===== config.mk =====
export PLATFORM = sky130hd
export DESIGN_NAME = uart_fifo
export DESIGN_NICKNAME = d
export VERILOG_FILES = /design/src/rtl/uart_pkg.sv /design/src/rtl/sync_fifo.sv /design/src/rtl/uart_fifo.sv
export SDC_FILE = /design/constraint.sdc
export NUM_CORES = 1
export LEC_CHECK = 0
export ABC_AREA = 1
export CAP_MARGIN = 30
export CORE_ASPECT_RATIO = 0.8
export CORE_MARGIN = 2
export CORE_UTILIZATION = 65
export DETAILED_ROUTE_END_ITERATION = 8
export PLACE_DENSITY = 0.84
export SLEW_MARGIN = 20
export SYNTH_ARGS = -nofsm -noshare
export SYNTH_HDL_FRONTEND = slang
export SYNTH_SLANG_ARGS = --single-unit
export TNS_END_PERCENT = 10

===== constraint.sdc =====
create_clock -name clk -period 7.3 [get_ports clk]
set_input_delay 0.73 -clock clk [delete_from_list [all_inputs] [get_ports clk]]
set_output_delay 0.73 -clock clk [all_outputs]
set_load 0.05 [all_outputs]

===== src/rtl/uart_pkg.sv =====
// Shared constants for the buffered uart front end: core and CPU register
// addresses, status/interrupt-enable bit positions and engine FSM states.
package uart_pkg;

    // Core register map, as driven by this block
    localparam logic [3:0] CORE_RX     = 4'd0;
    localparam logic [3:0] CORE_TX     = 4'd1;
    localparam logic [3:0] CORE_STAT   = 4'd2;
    localparam logic [3:0] CORE_DIV_LO = 4'd4;
    localparam logic [3:0] CORE_DIV_HI = 4'd5;

    // Bit positions inside the core status register
    localparam int CORE_TX_FLAG = 0;
    localparam int CORE_RX_FLAG = 1;

    // CPU-facing register map
    localparam logic [3:0] CPU_RX     = 4'd0;
    localparam logic [3:0] CPU_TX     = 4'd1;
    localparam logic [3:0] CPU_STAT   = 4'd2;
    localparam logic [3:0] CPU_IE     = 4'd3;
    localparam logic [3:0] CPU_DIV_LO = 4'd4;
    localparam logic [3:0] CPU_DIV_HI = 4'd5;

    // CPU status register bit positions
    localparam int ST_RX_AVAIL = 0;
    localparam int ST_TX_IDLE  = 1;
    localparam int ST_TX_FULL  = 2;
    localparam int ST_TX_OVF   = 3;
    localparam int ST_RX_OVR   = 4;

    // Interrupt-enable bit positions
    localparam int IE_RX_AVAIL = 0;
    localparam int IE_TX_IDLE  = 1;
    localparam int IE_ERROR    = 2;

    // Engine FSM states
    localparam logic [0:0] S_POLL = 1'b0;
    localparam logic [0:0] S_ACT  = 1'b1;

    // Addresses whose accesses are handed straight through to the core
    function automatic logic is_core_window(input logic [3:0] addr);
        return (addr == CPU_DIV_LO) || (addr == CPU_DIV_HI);
    endfunction

endpackage


===== src/rtl/sync_fifo.sv =====
// Single-clock FIFO with a combinational head (first-word fall-through).
// A push into a full FIFO is accepted only when a pop happens in the same cycle.
module sync_fifo #(
    parameter int WIDTH      = 8,
    parameter int DEPTH_LOG2 = 4
) (
    input  logic                  clk,
    input  logic                  reset,
    input  logic                  push,
    input  logic                  pop,
    input  logic [WIDTH-1:0]      din,
    output logic [WIDTH-1:0]      head,
    output logic                  full,
    output logic                  empty,
    output logic [DEPTH_LOG2:0]   count
);

    localparam int DEPTH = 1 << DEPTH_LOG2;

    logic [WIDTH-1:0]      mem [DEPTH];
    logic [DEPTH_LOG2-1:0] wr_ptr_reg;
    logic [DEPTH_LOG2-1:0] rd_ptr_reg;
    logic [DEPTH_LOG2:0]   count_reg;
    logic                  do_push;
    logic                  do_pop;

    assign empty   = (count_reg == '0);
    assign full    = (count_reg == {1'b1, {DEPTH_LOG2{1'b0}}});
    assign count   = count_reg;
    assign head    = mem[rd_ptr_reg];
    assign do_pop  = pop & ~empty;
    assign do_push = push & (~full | do_pop);

    // Storage write; no reset so the array maps onto RAM
    always_ff @(posedge clk) begin
        if (do_push) begin
            mem[wr_ptr_reg] <= din;
        end
    end

    // Pointer and occupancy bookkeeping
    always_ff @(posedge clk) begin
        if (reset) begin
            wr_ptr_reg <= '0;
            rd_ptr_reg <= '0;
            count_reg  <= '0;
        end else begin
            if (do_push) begin
                wr_ptr_reg <= wr_ptr_reg + DEPTH_LOG2'(1);
            end
            if (do_pop) begin
                rd_ptr_reg <= rd_ptr_reg + DEPTH_LOG2'(1);
            end
            case ({do_push, do_pop})
                2'b10:   count_reg <= count_reg + (DEPTH_LOG2+1)'(1);
                2'b01:   count_reg <= count_reg - (DEPTH_LOG2+1)'(1);
                default: count_reg <= count_reg;
            endcase
        end
    end

endmodule


===== src/rtl/uart_fifo.sv =====
// Buffered CPU front end for the uart core. Owns the core register port:
// a two-state engine alternately polls core status and moves one byte
// (RX capture, TX write or TX-done clear). CPU divisor accesses steal the
// port for one cycle and freeze the engine.
module uart_fifo
    import uart_pkg::*;
#(
    parameter int DEPTH_LOG2 = 4
) (
    input  logic       clk,
    input  logic       reset,
    output logic       interrupt,
    input  logic [3:0] cpu_addr,
    input  logic [7:0] cpu_wdata,
    input  logic       cpu_write,
    input  logic       cpu_read,
    output logic [7:0] cpu_rdata,
    output logic [3:0] u_addr,
    output logic [7:0] u_wdata,
    output logic       u_write,
    output logic       u_read,
    input  logic [7:0] u_rdata
);

    logic [0:0]          state_reg, state_next;
    logic                st_rx_reg, st_rx_next;
    logic                st_tx_reg, st_tx_next;
    logic                tx_busy_reg, tx_busy_next;
    logic                rx_ovr_reg, tx_ovf_reg;
    logic [2:0]          ie_reg;

    logic                cpu_pass;
    logic                tx_push, eng_tx_pop;
    logic                eng_rx_push, rx_pop;
    logic [7:0]          tx_head, rx_head;
    logic                tx_full, tx_empty, rx_full, rx_empty;
    logic [DEPTH_LOG2:0] tx_count, rx_count;
    logic                tx_drop, rx_drop;
    logic                tx_idle, rx_avail;
    logic [7:0]          status;

    assign cpu_pass = (cpu_read | cpu_write) & is_core_window(cpu_addr);
    assign tx_push  = cpu_write & (cpu_addr == CPU_TX);
    assign rx_pop   = cpu_read & (cpu_addr == CPU_RX);

    sync_fifo #(.WIDTH(8), .DEPTH_LOG2(DEPTH_LOG2)) u_tx_fifo (
        .clk   (clk),
        .reset (reset),
        .push  (tx_push),
        .pop   (eng_tx_pop),
        .din   (cpu_wdata),
        .head  (tx_head),
        .full  (tx_full),
        .empty (tx_empty),
        .count (tx_count)
    );

    sync_fifo #(.WIDTH(8), .DEPTH_LOG2(DEPTH_LOG2)) u_rx_fifo (
        .clk   (clk),
        .reset (reset),
        .push  (eng_rx_push),
        .pop   (rx_pop),
        .din   (u_rdata),
        .head  (rx_head),
        .full  (rx_full),
        .empty (rx_empty),
        .count (rx_count)
    );

    // A same-cycle pop frees a slot, so only a push without one overflows
    assign tx_drop  = tx_push & tx_full & ~eng_tx_pop;
    assign rx_drop  = eng_rx_push & rx_full & ~rx_pop;
    assign tx_idle  = (tx_count == '0) & ~tx_busy_reg;
    assign rx_avail = (rx_count != '0);
    assign status   = {3'b000, rx_ovr_reg, tx_ovf_reg, tx_full, tx_idle, rx_avail};

    assign interrupt = |(ie_reg & {rx_ovr_reg | tx_ovf_reg, tx_idle, rx_avail});

    // Core port arbitration and engine next-state: one core access per cycle
    always_comb begin
        state_next   = state_reg;
        st_rx_next   = st_rx_reg;
        st_tx_next   = st_tx_reg;
        tx_busy_next = tx_busy_reg;
        u_addr       = CORE_STAT;
        u_wdata      = 8'h00;
        u_write      = 1'b0;
        u_read       = 1'b0;
        eng_tx_pop   = 1'b0;
        eng_rx_push  = 1'b0;
        if (cpu_pass) begin
            u_addr  = cpu_addr;
            u_wdata = cpu_wdata;
            u_write = cpu_write;
            u_read  = cpu_read;
        end else if (state_reg == S_POLL) begin
            st_rx_next = u_rdata[CORE_RX_FLAG];
            st_tx_next = u_rdata[CORE_TX_FLAG];
            state_next = S_ACT;
        end else begin
            state_next = S_POLL;
            if (st_rx_reg) begin
                u_addr      = CORE_RX;
                u_read      = 1'b1;
                eng_rx_push = 1'b1;
            end else if (st_tx_reg && tx_busy_reg && !tx_empty) begin
                u_addr     = CORE_TX;
                u_wdata    = tx_head;
                u_write    = 1'b1;
                eng_tx_pop = 1'b1;
            end else if (st_tx_reg && tx_busy_reg) begin
                // Last byte has gone out: acknowledge the tx flag and go idle
                u_addr       = CORE_STAT;
                u_wdata      = 8'h01;
                u_write      = 1'b1;
                tx_busy_next = 1'b0;
            end else if (!tx_busy_reg && !tx_empty) begin
                u_addr       = CORE_TX;
                u_wdata      = tx_head;
                u_write      = 1'b1;
                eng_tx_pop   = 1'b1;
                tx_busy_next = 1'b1;
            end
        end
    end

    // Engine state registers
    always_ff @(posedge clk) begin
        if (reset) begin
            state_reg   <= S_POLL;
            st_rx_reg   <= 1'b0;
            st_tx_reg   <= 1'b0;
            tx_busy_reg <= 1'b0;
        end else begin
            state_reg   <= state_next;
            st_rx_reg   <= st_rx_next;
            st_tx_reg   <= st_tx_next;
            tx_busy_reg <= tx_busy_next;
        end
    end

    // Sticky error flags and interrupt enables; a new error beats a clear
    always_ff @(posedge clk) begin
        if (reset) begin
            rx_ovr_reg <= 1'b0;
            tx_ovf_reg <= 1'b0;
            ie_reg     <= 3'b000;
        end else begin
            if (tx_drop) begin
                tx_ovf_reg <= 1'b1;
            end else if (cpu_write && cpu_addr == CPU_STAT && cpu_wdata[ST_TX_OVF]) begin
                tx_ovf_reg <= 1'b0;
            end
            if (rx_drop) begin
                rx_ovr_reg <= 1'b1;
            end else if (cpu_write && cpu_addr == CPU_STAT && cpu_wdata[ST_RX_OVR]) begin
                rx_ovr_reg <= 1'b0;
            end
            if (cpu_write && cpu_addr == CPU_IE) begin
                ie_reg <= cpu_wdata[2:0];
            end
        end
    end

    // CPU read mux
    always_comb begin
        cpu_rdata = 8'h00;
        case (cpu_addr)
            CPU_RX:     cpu_rdata = rx_empty ? 8'h00 : rx_head;
            CPU_STAT:   cpu_rdata = status;
            CPU_IE:     cpu_rdata = {5'b00000, ie_reg};
            CPU_DIV_LO: cpu_rdata = u_rdata;
            CPU_DIV_HI: cpu_rdata = u_rdata;
            default:    cpu_rdata = 8'h00;
        endcase
    end

endmodule


==> metrics.md, run 1 <==
| Metric | Value |
|---|---|
| Uppermost layer routed | `met4` |
| Syn Inst Count | `roughly 1100` |
| Clk slew on worst S/H paths | `60 ps` |
| Hold Fails Final Rpt | `0` |
| Post-synthesis cell area | `0.01246 mm2` |
| Power per Cell Area | `about 260 mW/mm2` |
| Number of enable flip-flop cells after synthesis | `256` |
| Final Skew | `~22 ps` |
| Diodes inserted | `0` |
| Synth Register Bits | `299` |
| Number of hold buffers added after CTS | `0` |
| WL/cell | `21.19 um` |
| Largest net degree at the start of global routing | `66` |
| Hold Crit Class | `flip-flop to flip-flop` |
| Drt total wl | `approximately 30000 um` |
| R2r setup slk | `4290 ps` |
| Worst stage delay on the critical path | `~790 ps` |
| Hold_ws | `481.1 ps` |
| Total power | `3.610 mW` |
| R2r endpoint | `u_rx_fifo.count[4]$_SDFFE_PP0P_` |
| Core box area | `0.01886 mm2` |
| Slew @ Worst Pin | `942.8 ps` |
| First-pass GRT wire length | `44980 um` |
| Input/output buffers | `45` |
| Hold wc startpoint | `st_tx_reg$_SDFFE_PP0P_` |
| Post-route cell area | `0.01402 mm2` |
| Routed length on met3 | `3777 um` |
| Metal-1 WL | `approximately 11000 um` |
| Layout area overhead | `12.52%` |
| CP Cell Sequence | `buf_4 > inv_1 > buf_4 > nor2_1 > o32ai_1 > o21ai_0 > nand2_1 > nand3_1 > nand2_1 > clkdlybuf4s50_1` |
| Slew Limit Fails | `0` |
| DR pass1 iterations | `7` |
| Mapped Avg Cell Area | `11.68 um2` |
| Worst Setup End Kind | `primary output` |
| Cell Area, Placed | `0.01306 mm2` |
| Routed length on met2 | `13260 um` |
| Max_slew headroom | `0.3691` |
| Layout cells sized above 1 | `0.06786` |
| Synth unique cells | `44` |
| Pre-CTS WS | `3081 ps` |
| Commonest non-fill, non-tap cell in the layout | `edfxtp_1` |
| Die width | `158.8 um` |
| RSZ-0062 raised after global routing | `no` |
| Die Height | `around 130 um` |
| Site Rows | `between 40 and 50` |
| CTS buffer count | `29` |
| CTS Sinks | `299` |
| Setup TNS | `0 ps` |
| Maximum Capacitance Violations | `0` |
| Tot GR Track Use | `0.2869` |
| Most frequent cells in the layout | `edfxtp_1, nor2_1, o21ai_0` |
| Run status | `completed` |
| DRC viols | `0` |
| Hold path endpoint | `st_tx_reg$_SDFFE_PP0P_` |
| H-tree levels | `1` |
| Vias | `8764` |
| Final core utilization | `0.7434` |
| I/O pin count | `47` |
| Final setup violation count | `0` |
| Gpl congestion | `0.8617` |
| CP max-delay cell | `clkdlybuf4s50_1` |
| Tmin final | `4708 ps` |
| Initial antenna violation count | `0` |
| Initial Util | `0.6607` |
| WS Path Type | `flip-flop to primary output` |
| Setup ws final | `about 2600 ps` |
| Cells after DPL | `1323` |
| Maximum clock rate | `212.4 MHz` |
| CP max FO | `65` |
| Initial DRC Count | `1288` |
| CTS Buffer Depth | `3` |
| Total congestion overflow | `0` |
| Layout Nets | `1140` |
| Post-synth ARST share | `0` |
| Vias in the first global route | `8162` |
| Post-synth top flop | `edfxtp_1` |
| Setup crit start kind | `flip-flop` |
| Worst-Skew Late Latency | `550 ps` |
| Maximum vdd ir drop | `about 230 uV` |
| Post-CTS Setup Bufs | `0` |
| Root buf cell | `clkbuf_16` |
| Register area share after synthesis | `0.6859` |
| Tcrit/Tclk final | `0.6450` |
| Top Registers | `u_rx_fifo.mem (128), u_tx_fifo.mem (128)` |
| Post-route insts no fill | `between 1000 and 1500` |
| Routed vias/inst | `6.360` |
| Launching point of the worst reg2reg path | `u_rx_fifo.count[0]$_SDFFE_PP0P_` |
| Hold path depth | `2` |
| DP HPWL | `~18000 um` |
| Reg2Reg Depth | `17` |
| Resize count post-CTS | `0` |
| CTS tree | `yes` |
| Ys Warns | `0` |
| Worst path required time | `6570 ps` |
| WP data arrival | `3980 ps` |
| Syn_nets | `1108` |
| Number of routed nets with antenna violations | `0` |
| Die area | `0.02030 mm2` |
| Leakage power | `4.738 nW` |
-- cell families after synthesis --
kind of cell	count (synthesis)	share of synthesized area
adder cells (fa/ha/maj)	17	0.01767
AND/OR/NAND/NOR	352	0.1172
XOR/XNOR	5	0.003514
buffers and inverters	116	0.03645
AO/OA/AOI/OAI	260	0.1253
flip-flops	299	0.6859
multiplexers	17	0.01365
other	1	0.0003009
-- report_power, final --
group | total [mW] | internal [mW] | switching (mW) | leakage (nW)
logic | 0.307 | 0.0908 | 0.216 | 1.64
registers | 1.88 | 1.87 | 0.00998 | 2.65
clock network | 1.43 | 0.807 | 0.620 | 0.443
-- final cells by class --
cell class / instances / area [um2]
Clock buffer: 43 / 850.8
Tap cell: 258 / 322.8
Clock inverter: 9 / 53.80
Sequential cell: 299 / 8552
Timing Repair Buffer: 53 / 543.0
Fill cell: 1143 / 4840
Multi-Input combinational cell: 652 / 3460
Inverter: 64 / 240.2
-- layer usage --
metal  track usage  vias up
met5             0        -
met1        0.4251     4154
met4       0.07555        0
li1              -     3933
met3       0.05370       66
met2        0.4464      611
-- worst max-delay path by stage --
stage	cells past startpoint	start	end	slack, ps
finish	10	flip-flop	u_wdata[3]	2590
global route	10	flip-flop	u_wdata[3]	2380
CTS	10	flip-flop	u_wdata[3]	2640
detailed placement	9	cpu_write	u_wdata[1]	3080
global placement	9	cpu_write	u_wdata[1]	3160
floorplan	18	cpu_addr[1]	u_rx_fifo.count[4]$_SDFFE_PP0P_	4280
-- synth_stat cells, types with 5 or more instances --
master    instances  area [um2]
a21oi_1          33       165.2
buf_2            12       60.06
clkbuf_1         36       135.1
dfxtp_1          43       860.8
edfxtp_1        256        7687
ha_1             16       200.2
inv_1            55       206.5
inv_2             7       26.28
mux2i_1          17       170.2
nand2_1         104       390.4
nand2_2           5       31.28
nand3_1          37       185.2
nand4_1           5       31.28
nor2_1          189       709.4
o21ai_0         140       700.7
o21ai_1           5       25.02
o221ai_1         33       289.0
o22ai_1          17       106.4
o32ai_1          14       122.6
-- critical path: cells and delay by family, from the launching register on --
family,cells,cell delay [ps]
and+or+nand+nor,4,330
DFF,1,310
AOI/OAI and AO/OA,2,550
buffers and inverters,4,2190
No activity file was read; power rests on OpenSTA's default activity.
==> run 2, diff against run 1 <==
CORE_UTILIZATION = 61   (was 65)
PLACE_DENSITY = 0.8   (was 0.84)
clock period = 4.64 ns   (was 7.3 ns; I/O delays follow)
==> metrics.md, run 2 (synthesis results as in run 1) <==
| Metric | Value |
|---|---|
| Post-CTS Setup Bufs | `0 (unchanged)` |
| Drt total wl | `30160 um (+3.3%)` |
| WL/cell | `21.56 um (+1.7%)` |
| Post-route insts no fill | `1399 (+1.5%)` |
| Setup ws final | `764.1 ps (-1828 ps)` |
| CP max-delay cell | `clkdlybuf4s50_1` |
| I/O pin count | `47 (unchanged)` |
| CTS Buffer Depth | `3 (unchanged)` |
| Die Height | `131.8 um (+3.1%)` |
| Post-route cell area | `0.01424 mm2 (+1.6%)` |
| Gpl congestion | `0.8354 (-3.1%)` |
| Die area | `0.02160 mm2 (+6.4%)` |
| Most frequent CP cell | `nand2_1` |
| Worst Setup End Kind | `primary output` |
| Worst stage delay on the critical path | `820 ps (+30 ps)` |
| Total congestion overflow | `0 (unchanged)` |
| CTS Sinks | `299 (unchanged)` |
| Total power | `5.948 mW (+65%)` |
| Power per Cell Area | `417.6 mW/mm2 (+62%)` |
| Setup TNS | `0 ps (unchanged)` |
| Clk slew on worst S/H paths | `60 ps (about the same)` |
| Vias | `8779 (+0.17%)` |
| Tcrit/Tclk final | `0.8353` |
| Hold Fails Final Rpt | `0 (unchanged)` |
| CTS tree | `yes` |
| Final setup violation count | `0 (unchanged)` |
| Final Skew | `14.69 ps (-7.347 ps)` |
| Initial Util | `0.6258 (-0.03491)` |
| Tot GR Track Use | `0.2796 (-0.007299)` |
| DP HPWL | `18260 um (+3.0%)` |
| CP max FO | `64 (-1.5%)` |
| Net Sw Power | `1.337 mW (+58%)` |
| Layout cells sized above 1 | `0.08282 (+0.01496)` |
| Net Sw Frac | `0.2248 (-0.009520)` |
| Number of hold buffers added after CTS | `0 (unchanged)` |
| Die width | `163.8 um (+3.1%)` |
| P_int | `4.611 mW (+67%)` |
| Layout area overhead | `14.30%` |
| Initial DRC Count | `1223 (-5.0%)` |
| Clock power frac | `0.420 (+0.025)` |
| Hold path endpoint | `st_tx_reg$_SDFFE_PP0P_` |
| Root buf cell | `clkbuf_16` |
| Slew Limit Fails | `0 (unchanged)` |
| R2r endpoint | `u_rx_fifo.count[4]$_SDFFE_PP0P_` |
| Commonest non-fill, non-tap cell in the layout | `edfxtp_1` |
| Core box area | `0.01991 mm2 (+5.6%)` |
| Routed vias/inst | `6.275 (-1.3%)` |
| Layout Nets | `1154 (+1.2%)` |
| Hold_ws | `464.9 ps (-16.13 ps)` |
| RSZ-0062 raised after global routing | `no` |
| H-tree levels | `1 (unchanged)` |
| Top Registers | `u_rx_fifo.mem (128), u_tx_fifo.mem (128)` |
| Resize count post-CTS | `0 (unchanged)` |
| CP Cell Sequence | `buf_4 > nor2_1 > o32ai_1 > o21ai_0 > nand2_1 > nand3_1 > nand2_1 > clkdlybuf4s50_1` |
| Diodes inserted | `0 (unchanged)` |
| CTS buffer count | `28 (-3.4%)` |
| Pre-CTS WS | `1030 ps (-2051 ps)` |
| Reg2Reg Depth | `17 (unchanged)` |
| First-pass GRT wire length | `46170 um (+2.6%)` |
| Largest net degree at the start of global routing | `65 (-1.5%)` |
| Hold wc startpoint | `st_tx_reg$_SDFFE_PP0P_` |
| Initial antenna violation count | `0 (unchanged)` |
| Number of routed nets with antenna violations | `0 (unchanged)` |
| Slew @ Worst Pin | `966.8 ps (+24.00 ps)` |
| Leakage power | `4.860 nW (+2.6%)` |
| Launching point of the worst reg2reg path | `u_rx_fifo.count[0]$_SDFFE_PP0P_` |
| Tmin final | `just under 4000 ps` |
| Worst-Skew Late Latency | `550 ps (about the same)` |
| Hold Crit Class | `flip-flop to flip-flop` |
| Maximum Capacitance Violations | `0 (unchanged)` |
| WP data arrival | `3410 ps (-570 ps)` |
| Maximum vdd ir drop | `256.7 uV (+9.7%)` |
| Most frequent cells in the layout | `edfxtp_1, nor2_1, o21ai_0` |
| Comb pwr share | `0.083 (-0.002)` |
| Input/output buffers | `45 (unchanged)` |
| Vias in the first global route | `8323 (+2.0%)` |
| Maximum clock rate | `258.0 MHz` |
| DR pass1 iterations | `7 (unchanged)` |
| Cell Area, Placed | `0.01320 mm2 (+1.1%)` |
| Final core utilization | `0.7153 (-0.02816)` |
| DRC viols | `0 (unchanged)` |
| Setup crit start kind | `flip-flop` |
| Cells after DPL | `1345 (+1.7%)` |
| Run status | `completed` |
| Max_slew headroom | `0.3531 (-0.01606)` |
| Sequential Power Share | `0.496 (-0.024)` |
| Worst path required time | `4180 ps (-2390 ps)` |
| R2r setup slk | `1450 ps (-2840 ps)` |
| Hold path depth | `2 (unchanged)` |
| Site Rows | `46 (+2.2%)` |
| WS Path Type | `flip-flop to primary output` |
-- run 2: cell types whose count changed in the layout (fill, tap and decap cells not counted), sizes merged --
cell | before | now
clkinv | 7 | 9
buf | 8 | 23
bufinv | 0 | 6
clkbuf | 43 | 37
inv | 65 | 63
-- run 2: cell type report --
type	count	area (um2)
clock buffer	37	785.8
clock inverter	15	227.7
fill	1326	5670
inverter	64	240.2
multi-input combinational	652	3460
sequential	299	8552
tap	264	330.3
timing repair buffer	68	648.1
-- run 2: worst max-delay path by stage --
stage | start | end | slack, ps
2_1_floorplan | cpu_addr[1] | u_rx_fifo.count[4]$_SDFFE_PP0P_ | 1890
3_3_place_gp | cpu_write | u_wdata[2] | 1100
3_5_place_dp | cpu_write | u_wdata[2] | 1030
4_1_cts | flip-flop | cpu_rdata[5] | 750
5_1_grt | flip-flop | u_wdata[2] | 610
6_report | flip-flop | u_wdata[2] | 760
-- run 2: critical path, delay by kind of cell (launching register included) --
family	cells	cell delay [ps]
buffers and inverters	2	1400
flip-flops	1	320
AND/OR/NAND/NOR	4	500
AO/OA/AOI/OAI	2	600
-- run 2: per-layer routing --
layer,vias up,global-route usage,wire [um]
met5,-,0,0
met4,0,0.07749,686
met3,66,0.06700,3683
met2,584,0.4122,13590
met1,4177,0.4209,12200
li1,3952,-,-
-- run 2: power groups by stage --
stage,Clock (mW),Combinational [mW],Sequential (mW)
final,2.50,0.494,2.95
after global routing,2.60,0.532,2.95
after CTS,2.50,0.487,2.95
after detailed placement,0,0.481,3.01
after global placement,0,0.470,3.01
after floorplan,0,0.306,3.00
==> run 3, diff against run 2 <==
CORE_UTILIZATION = 55   (was 61)
PLACE_DENSITY = 0.76   (was 0.8)
clock period = 3.2 ns   (was 4.64 ns; I/O delays follow)
==> metrics.md, run 3 (synthesis results as in run 1) <==
| Metric | Value |
|---|---|
| Cell Area, Placed | `0.01368 mm2 (+3.6%)` |
| WS Path Type | `flip-flop to primary output` |
| Met3 global-route usage | `0.04880 (-0.01820)` |
| I/O pin count | `47 (unchanged)` |
| Layout cells sized above 1 | `0.1318 (+0.04894)` |
| Gpl congestion | `0.8897 (+6.5%)` |
| GR Util met2 | `0.3629 (-0.04931)` |
| Met1 GRT Util | `0.3817 (-0.03919)` |
| Worst path required time | `2880 ps (-1300 ps)` |
| First-pass GRT wire length | `44910 um (-2.7%)` |
| CTS Sinks | `299 (unchanged)` |
| Drt total wl | `29270 um (-3.0%)` |
| Root buf cell | `clkbuf_16` |
| DR pass1 iterations | `5 (-2)` |
| Initial Util | `0.5569 (-0.06889)` |
| Site Rows | `49 (+6.5%)` |
| Routed vias/inst | `5.891 (-6.1%)` |
| Total power | `8.433 mW (+42%)` |
| Fill count | `1602 (+21%)` |
| CP Cell Sequence | `inv_2 > buf_4 > o21ai_0 > o221ai_1 > o21ai_0 > a21oi_1 > a22o_1 > buf_4` |
| Die Height | `138.6 um (+5.2%)` |
| Tcrit/Tclk final | `0.9537` |
| Core box area | `0.02238 mm2 (+12%)` |
| Die width | `172.3 um (+5.2%)` |
| Hold Fails Final Rpt | `0 (unchanged)` |
| WL/cell | `19.64 um (-8.9%)` |
| Most frequent cells in the layout | `edfxtp_1, nor2_1, o21ai_0` |
| Initial antenna violation count | `0 (unchanged)` |
| DP HPWL | `18680 um (+2.3%)` |
| Vias | `8778 (-0.011%)` |
| Run status | `completed` |
| Input/output buffers | `45 (unchanged)` |
| Initial DRC Count | `970 (-21%)` |
| RSZ-0062 raised after global routing | `yes` |
| WP data arrival | `2730 ps (-680 ps)` |
| CP max FO | `26 (-59%)` |
| CP max-delay cell | `inv_2` |
| Number of routed nets with antenna violations | `0 (unchanged)` |
| Commonest non-fill, non-tap cell in the layout | `edfxtp_1` |
| Hold Crit Class | `flip-flop to flip-flop` |
| Die area | `0.02389 mm2 (+11%)` |
| Setup crit start kind | `flip-flop` |
| Slew @ Worst Pin | `704.9 ps (-261.9 ps)` |
| Maximum Capacitance Violations | `0 (unchanged)` |
| CTS tree | `yes` |
| Largest net degree at the start of global routing | `65 (unchanged)` |
| Number of hold buffers added after CTS | `0 (unchanged)` |
| Layout area overhead | `17.70%` |
| Post-route cell area | `0.01467 mm2 (+3.0%)` |
| Power per Cell Area | `574.9 mW/mm2 (+38%)` |
| Final Skew | `14.56 ps (-0.1253 ps)` |
| Slew Limit Fails | `0 (unchanged)` |
| Tot GR Track Use | `0.2451 (-0.03453)` |
| Resize count post-CTS | `0 (unchanged)` |
| CTS buffer count | `30 (+7.1%)` |
| Maximum vdd ir drop | `381.1 uV (+48%)` |
| Layout Nets | `1201 (+4.1%)` |
| Final setup violation count | `0 (unchanged)` |
| DRC viols | `0 (unchanged)` |
| Worst Setup End Kind | `primary output` |
| Hold_ws | `480.7 ps (+15.77 ps)` |
| Tmin final | `around 3000 ps` |
| Post-CTS Setup Bufs | `0 (unchanged)` |
| Final core utilization | `0.6555 (-0.05979)` |
| Leakage power | `5.147 nW (+5.9%)` |
| Maximum clock rate | `about 330 MHz` |
| Total congestion overflow | `0 (unchanged)` |
| Max_slew headroom | `0.5295 (+0.1764)` |
| Clk slew on worst S/H paths | `60 ps (about the same)` |
| CTS Buffer Depth | `3 (unchanged)` |
| Top Registers | `u_rx_fifo.mem (128), u_tx_fifo.mem (128)` |
| Diodes inserted | `0 (unchanged)` |
| Vias in the first global route | `8282 (-0.49%)` |
| H-tree levels | `1 (unchanged)` |
| Busiest grt layer | `met1` |
| Worst-Skew Late Latency | `550 ps (about the same)` |
| Worst stage delay on the critical path | `350 ps (-470 ps)` |
==> run 3: changes by cell type in the layout (fill, tap and decap cells not counted), moves of 5 or more <==
cell / before / now
clkbuf_1: 5 / 10
clkbuf_16: 29 / 34
buf_4: 21 / 75
clkdlybuf4s50_1: 45 / 26
bufinv_16: 6 / 0
buf_12: 2 / 10
==> run 3: where the power goes <==
part           switching (mW)  internal, mW  total, mW
combinational           0.493         0.255      0.748
sequential             0.0328          4.26       4.29
clock                    1.41          1.99       3.40
total                    1.93          6.50       8.43
==> run 3: worst paths after layout <==
| check | from | endpoint | cells after the start | slack (ps) |
|---|---|---|---|---|
| setup reg to reg | u_rx_fifo.count[0]$_SDFFE_PP0P_ | u_rx_fifo.count[4]$_SDFFE_PP0P_ | 17 | 340 |
| setup / recovery | flip-flop | cpu_rdata[5] | 8 | 150 |
| hold reg to reg | ie_reg[2]$_SDFFE_PP0P_ | ie_reg[2]$_SDFFE_PP0P_ | 2 | 480 |
| hold / removal | ie_reg[2]$_SDFFE_PP0P_ | ie_reg[2]$_SDFFE_PP0P_ | 2 | 480 |
==> run 3: through the flow <==
stage / setup TNS [ps] / setup WS (ps) / std cells
finish: 0 / 148.0 / 1490
global route: -19.54 / -19.54 / 1490
CTS: 0 / 106.3 / 1490
detailed placement: 0 / 91.59 / 1434
global placement: 0 / 190.3 / 1434
floorplan: 0 / 590.5 / 1067
==> run 3: per-layer routing <==
layer  up-vias  wire (um)
met2       452      13130
met1      4231      12490
met4         0        452
met3        42       3189
met5         -          0
li1       4053          -
==> run 3: worst max-delay path, delay by kind of cell (launching register included) <==
kind,cells,cell delay [ps]
buf+inv,3,840
compound gates,5,1010
flops,1,330
==> run 3: cell type report <==
cell class	count	area (um2)	share of cell area
Inverter	64	240.2	0.01638
Tap cell	306	382.9	0.02610
Clock inverter	9	62.56	0.004265
Multi-Input combinational cell	652	3460	0.2359
Timing Repair Buffer	113	1047	0.07140
Clock buffer	47	923.4	0.06295
Sequential cell	299	8552	0.5830
